`config.mk`:
```
export PLATFORM = sky130hd
export DESIGN_NAME = cla_addsub_pipe_flat
export DESIGN_NICKNAME = d
export VERILOG_FILES = /design/src/rtl/cla_addsub_pipe_if.sv /design/src/rtl/cla_addsub_pipe.sv /design/src/flat_wrapper.sv
export SDC_FILE = /design/constraint.sdc
export NUM_CORES = 1
export LEC_CHECK = 0
export BUFFER_PORTS_ARGS = -buffer_cell sky130_fd_sc_hd__buf_2
export CAP_MARGIN = 20
export CORE_AREA = 2 2 95 97
export CTS_BUF_LIST = sky130_fd_sc_hd__clkbuf_8
export DETAILED_ROUTE_END_ITERATION = 10
export DIE_AREA = 0 0 97 99
export PLACE_DENSITY = 0.77
export SLEW_MARGIN = 25
export SYNTH_ARGS = -nofsm -noshare
export SYNTH_HDL_FRONTEND = slang
export SYNTH_SLANG_ARGS = --single-unit
```
`constraint.sdc`:
```
create_clock -name clk -period 1.7 [get_ports clk]
set_input_delay 0.34 -clock clk [delete_from_list [all_inputs] [get_ports clk]]
set_output_delay 0.34 -clock clk [all_outputs]
set_load 0.1 [all_outputs]
```
`src/rtl/cla_addsub_pipe_if.sv`:
```
// Valid/ready operand and result channel for the pipelined lookahead adder/subtractor.
interface cla_addsub_pipe_if #(
    parameter int WIDTH = 16
);
    logic             in_valid;
    logic             in_ready;
    logic [WIDTH-1:0] a;
    logic [WIDTH-1:0] b;
    logic             cin;
    logic             sub;
    logic             out_valid;
    logic             out_ready;
    logic [WIDTH-1:0] sum;
    logic             cout;
    logic             ovf;

    modport master (
        output in_valid, a, b, cin, sub, out_ready,
        input  in_ready, out_valid, sum, cout, ovf
    );

    modport slave (
        input  in_valid, a, b, cin, sub, out_ready,
        output in_ready, out_valid, sum, cout, ovf
    );
endinterface

```
`src/rtl/cla_addsub_pipe.sv`:
```
// Pipelined carry-lookahead adder/subtractor: one GROUP-bit lookahead slice per stage,
// slice carry registered between stages, global stall on output backpressure.
module cla_addsub_pipe #(
    parameter int WIDTH = 16,
    parameter int GROUP = 4
) (
    input  logic           clk,
    input  logic           rst_n,
    cla_addsub_pipe_if.slave bus
);
    localparam int STAGES = WIDTH / GROUP;
    localparam int LAST   = STAGES - 1;

    // Flattened lookahead: each carry is an OR of generate terms gated by the
    // propagate chain above them, plus the fully propagated slice carry-in.
    function automatic logic [GROUP:0] cla_carries(
        input logic [GROUP-1:0] g,
        input logic [GROUP-1:0] p,
        input logic             c0
    );
        logic [GROUP:0] c;
        logic           term;
        c    = '0;
        c[0] = c0;
        for (int i = 0; i < GROUP; i++) begin
            term = c0;
            for (int j = 0; j <= i; j++) term = term & p[j];
            c[i+1] = term;
            for (int j = 0; j <= i; j++) begin
                term = g[j];
                for (int m = j + 1; m <= i; m++) term = term & p[m];
                c[i+1] = c[i+1] | term;
            end
        end
        return c;
    endfunction

    logic             r_vld [STAGES];
    logic [WIDTH-1:0] r_a   [STAGES];
    logic [WIDTH-1:0] r_b   [STAGES];
    logic [WIDTH-1:0] r_s   [STAGES];
    logic             r_c   [STAGES];
    logic             r_ovf;

    logic             w_vld [STAGES];
    logic [WIDTH-1:0] w_a   [STAGES];
    logic [WIDTH-1:0] w_b   [STAGES];
    logic [WIDTH-1:0] w_s   [STAGES];
    logic             w_c   [STAGES];
    logic             w_cm  [STAGES];
    logic             w_adv;

    assign w_adv = !r_vld[LAST] | bus.out_ready;

    always_comb begin : slices
        logic [WIDTH-1:0] ta, tb, ts;
        logic             tc, tv;
        logic [GROUP-1:0] g, p;
        logic [GROUP:0]   cy;
        ta = '0; tb = '0; ts = '0; tc = 1'b0; tv = 1'b0;
        g  = '0; p  = '0; cy = '0;
        for (int k = 0; k < STAGES; k++) begin
            if (k == 0) begin
                ta = bus.a;
                tb = bus.sub ? ~bus.b : bus.b;
                tc = bus.sub | bus.cin;
                ts = '0;
                tv = bus.in_valid;
            end else begin
                ta = r_a[(k > 0) ? k - 1 : 0];
                tb = r_b[(k > 0) ? k - 1 : 0];
                tc = r_c[(k > 0) ? k - 1 : 0];
                ts = r_s[(k > 0) ? k - 1 : 0];
                tv = r_vld[(k > 0) ? k - 1 : 0];
            end
            g  = ta[k*GROUP +: GROUP] & tb[k*GROUP +: GROUP];
            p  = ta[k*GROUP +: GROUP] ^ tb[k*GROUP +: GROUP];
            cy = cla_carries(g, p, tc);
            ts[k*GROUP +: GROUP] = p ^ cy[GROUP-1:0];
            w_a[k]   = ta;
            w_b[k]   = tb;
            w_s[k]   = ts;
            w_c[k]   = cy[GROUP];
            w_cm[k]  = cy[GROUP-1];
            w_vld[k] = tv;
        end
    end

    // Stage boundary: every slice register shifts together on advance.
    always_ff @(posedge clk or negedge rst_n) begin
        if (!rst_n) begin
            for (int k = 0; k < STAGES; k++) begin
                r_vld[k] <= 1'b0;
                r_a[k]   <= '0;
                r_b[k]   <= '0;
                r_s[k]   <= '0;
                r_c[k]   <= 1'b0;
            end
            r_ovf <= 1'b0;
        end else if (w_adv) begin
            for (int k = 0; k < STAGES; k++) begin
                r_vld[k] <= w_vld[k];
                r_a[k]   <= w_a[k];
                r_b[k]   <= w_b[k];
                r_s[k]   <= w_s[k];
                r_c[k]   <= w_c[k];
            end
            r_ovf <= w_cm[LAST] ^ w_c[LAST];
        end
    end

    assign bus.in_ready  = w_adv;
    assign bus.out_valid = r_vld[LAST];
    assign bus.sum       = r_s[LAST];
    assign bus.cout      = r_c[LAST];
    assign bus.ovf       = r_ovf;
endmodule

```
`src/flat_wrapper.sv`:
```
// flat-port wrapper written by rule: the top's interface ports become plain ports
module cla_addsub_pipe_flat 
#(
    parameter int WIDTH = 16,
    parameter int GROUP = 4
)
  (clk, rst_n, bus_in_valid, bus_a, bus_b, bus_cin, bus_sub, bus_out_ready, bus_in_ready, bus_out_valid, bus_sum, bus_cout, bus_ovf);
  cla_addsub_pipe_if #(.WIDTH(WIDTH)) bus_i ();
  input  logic clk;
  input  logic rst_n;
  input wire logic [$bits(bus_i.in_valid)-1:0] bus_in_valid;
  input wire logic [$bits(bus_i.a)-1:0] bus_a;
  input wire logic [$bits(bus_i.b)-1:0] bus_b;
  input wire logic [$bits(bus_i.cin)-1:0] bus_cin;
  input wire logic [$bits(bus_i.sub)-1:0] bus_sub;
  input wire logic [$bits(bus_i.out_ready)-1:0] bus_out_ready;
  output wire logic [$bits(bus_i.in_ready)-1:0] bus_in_ready;
  output wire logic [$bits(bus_i.out_valid)-1:0] bus_out_valid;
  output wire logic [$bits(bus_i.sum)-1:0] bus_sum;
  output wire logic [$bits(bus_i.cout)-1:0] bus_cout;
  output wire logic [$bits(bus_i.ovf)-1:0] bus_ovf;
  assign bus_i.in_valid = bus_in_valid;
  assign bus_i.a = bus_a;
  assign bus_i.b = bus_b;
  assign bus_i.cin = bus_cin;
  assign bus_i.sub = bus_sub;
  assign bus_i.out_ready = bus_out_ready;
  assign bus_in_ready = bus_i.in_ready;
  assign bus_out_valid = bus_i.out_valid;
  assign bus_sum = bus_i.sum;
  assign bus_cout = bus_i.cout;
  assign bus_ovf = bus_i.ovf;
  cla_addsub_pipe #(.WIDTH(WIDTH), .GROUP(GROUP)) u_core (.clk(clk), .rst_n(rst_n), .bus(bus_i));
endmodule
```
==> metrics.yaml <==
final_layout:
  fin_nets: 590
  syn_to_final_growth_pct: 12.11
  drive_gt1_share_pct: 19.32
  fin_util_pct: 59.58
  antenna_cells: 0
placement:
  dp_hpwl_microns: 5491
  gp_congestion: 0.7429
  port_buffers: 57
  post-place-ws_ns: -0.1979
timing:
  setup_viol: 0
  fin_crit_sh_pct: 98.71
  skew_ns: 0.005764
  rsz0062_at_grt: "yes"
  timing.final.ws_setup_ns: 0.02186
  final_max_slew_viol_count: 0
  hold_violations: 0
  worst-slew-pin-transition_ns: 0.4911
  max_freq_mhz: 595.9
  relSlewSlack_pct: 67.49
  fin_crit_ns: 1.678
logic_synthesis:
  syn_area_per_cell_sq_um: 9.527
  ys_ff_latch: 97
  synth_edf_count: 0
  synth_largest_area_cell: "dfrtp_1"
  synth.area.top_cells: "dfrtp_1 (53%), nand2_1 (18%), ha_1 (5.5%), buf_4 (3.8%), xnor2_1 (2.9%)"
  synth-async-reset-ratio_pct: 100.0
  yosysMostFrequentCell: "nand2_1"
  synth_common_cells: "nand2_1 (222), dfrtp_1 (97), buf_4 (23), ha_1 (20), o21ai_0 (16)"
  synth_area_sq_mm: 0.004544
  synthFlopType: "dfrtp_1"
  synth_nets: 539
  synth.distinct_cells: 26
  synth_warnings: 0
  synth_seq_area_share_pct: 53.41
  syn_inst: 477
  synth_top_area_share_pct: 53.41
worst_setup_path:
  cp-end-kind: "flip-flop"
  critPathLaunchType: "flip-flop"
  crit_fanout: 2
  worst_ep_arrival_time_ns: 1.92
  crit_required_ns: 1.94
  crit_type: "flip-flop to flip-flop"
clock_network:
  clockRootBuffer: "clkbuf_8"
  cts_max_level: 3
  cts_tree: "built"
  cts_sinks: 97
  clkTransAtPathRegs_ns: 0.09
  clk_latency_ns: 0.35
  numCtsBuffers: 9
  clk_path_buf_depth: 2
floorplan:
  fp-row-count: 34
  start_util_pct: 53.15
  fp.dieH_microns: 99
  io_pins: 58
  die_width_microns: 97
  die_area_sq_mm: 0.009603
  core_area_sq_mm: 0.008551
detailed_routing:
  drc: 0
  first_iter_violations: 132
  wl_microns: 7759
  postRouteAntennaNets: 0
  via_per_inst: 4.941
  vias: 3167
  firstDrtPassIters: 4
  wl_per_cell_microns: 12.10
power:
  leakagePower_nw: 2.691
  vdd_drop_max_mv: 0.9982
  power.density_mw_per_mm2: 2009
global_routing:
  grt-ovfl-total: 0
  grt_first_pass_wirelength_microns: 13400
  grt_usage_pct: 17.09
  antenna_found_initial: 0
  grt_pass1_vias: 3112
  grt_max_degree: 105
hold_path:
  hold_class: "input pin to flip-flop"
run_status:
  status: "finished, final reports clean"
flow_run:
  drv_cap: 0
-- stage by stage --
step,power (W),std cells,instance area (sq um),hold slack (ns),TNS [ns]
after floorplan,0.008171,477,4567,0.04441,-0.4747
after global placement,0.008635,621,4861,0.3049,-0.2068
after detailed placement,0.008853,621,4861,0.3141,-0.4422
after CTS,0.01023,638,5056,0.1669,0
after global routing,0.01092,641,5095,0.1736,-0.08067
final,0.01023,641,5095,0.1781,0
-- worst max-delay path, stage by stage, from the launching register on --
cell and delay, ns:
dfrtp_1 0.39, ha_1 0.30, ha_2 0.19, o211a_1 0.25, o21a_1 0.21, o31a_1 0.24
-- placed cells by master (no fill, tap or decap), drive strengths merged --
cell	instances
a21o	4
a21oi	3
buf	78
clkbuf	11
clkinv	1
clkinvlp	3
dfrtp	97
dlygate4sd3	1
fa	4
ha	20
inv	6
nand2	222
nand2b	4
nor2	4
nor2b	1
nor3	8
o211a	4
o21a	12
o21ai	16
o22a	1
o31a	4
o31ai	8
or2	1
xnor2	15
xor2	5
-- routing by layer --
layer	global-route usage [%]	part of all wire, %	vias to the layer above
met4	6.501	1.4	0
li1	-	-	1601
met3	3.759	3.4	10
met1	22.04	47	1493
met5	0	0	-
met2	28.53	48	63
-- sequential cells by signal, summed over array words and instances (netlist names), 2 cells and up --
| signal | count |
|---|---|
| u_core.slices.tb | 4 |
| u_core.r_a | 20 |
| u_core.bus.sum | 16 |
| u_core.r_c | 2 |
| u_core.slices.ta | 4 |
| u_core.r_vld | 2 |
| u_core.r_s | 24 |
| u_core.r_b | 20 |
-- area by class of cell --
type	instances	area [sq um]
clock inverters	5	31.28
flip-flops and latches	97	2429
multi-input cells	336	1818
inverters	5	18.77
clock buffers	11	151.4
fillers	750	3456
well taps	108	135.1
repair buffers	79	511.7
-- final timing paths --
check	start	to	slack, ns	cells past startpoint
max	u_core.r_b[40]$_DFFE_PN0P_	u_core.slices.tc$_DFFE_PN0P_	0.02	5
min	bus_a[10]	u_core.r_a[58]$_DFFE_PN0P_	0.18	3
max reg2reg	u_core.r_b[40]$_DFFE_PN0P_	u_core.slices.tc$_DFFE_PN0P_	0.02	5
min reg2reg	u_core.slices.tv$_DFFE_PN0P_	u_core.slices.tv$_DFFE_PN0P_	0.47	2
max in group asynchronous	rst_n	u_core.r_s[48]$_DFFE_PN0P_	0.71	3
min in group asynchronous	rst_n	u_core.r_vld[3]$_DFFE_PN0P_	0.46	2
-- cell families (layout without fill, tap and decap cells) --
logic type               count (synthesis)  after routing  synth area share, %
AND/OR/NAND/NOR                        240            240                20.54
flip-flops                              97             97                53.41
AO/OA/AOI/OAI                           52             52                8.012
buffers and inverters                   44            100                6.911
adder cells (fa/ha/maj)                 24             24                7.269
XOR/XNOR                                20             20                3.855
-- power by group --
group	leakage, nW	internal (W)	switching, W	total [W]
registers	1.17	0.00334	0.000556	0.00389
logic	1.43	0.00154	0.00343	0.00497
clock network	0.0888	0.000604	0.000767	0.00137
total	2.69	0.00548	0.00475	0.0102
-- timing repair --
action,4_1_cts,5_1_grt
pin swaps,2,8
hold buffers,1,0
endpoints found under the hold margin,30,0
endpoints found under the setup margin,3,8
resized for setup,1,5
setup buffers,0,3
No activity file was read; power rests on OpenSTA's default activity.
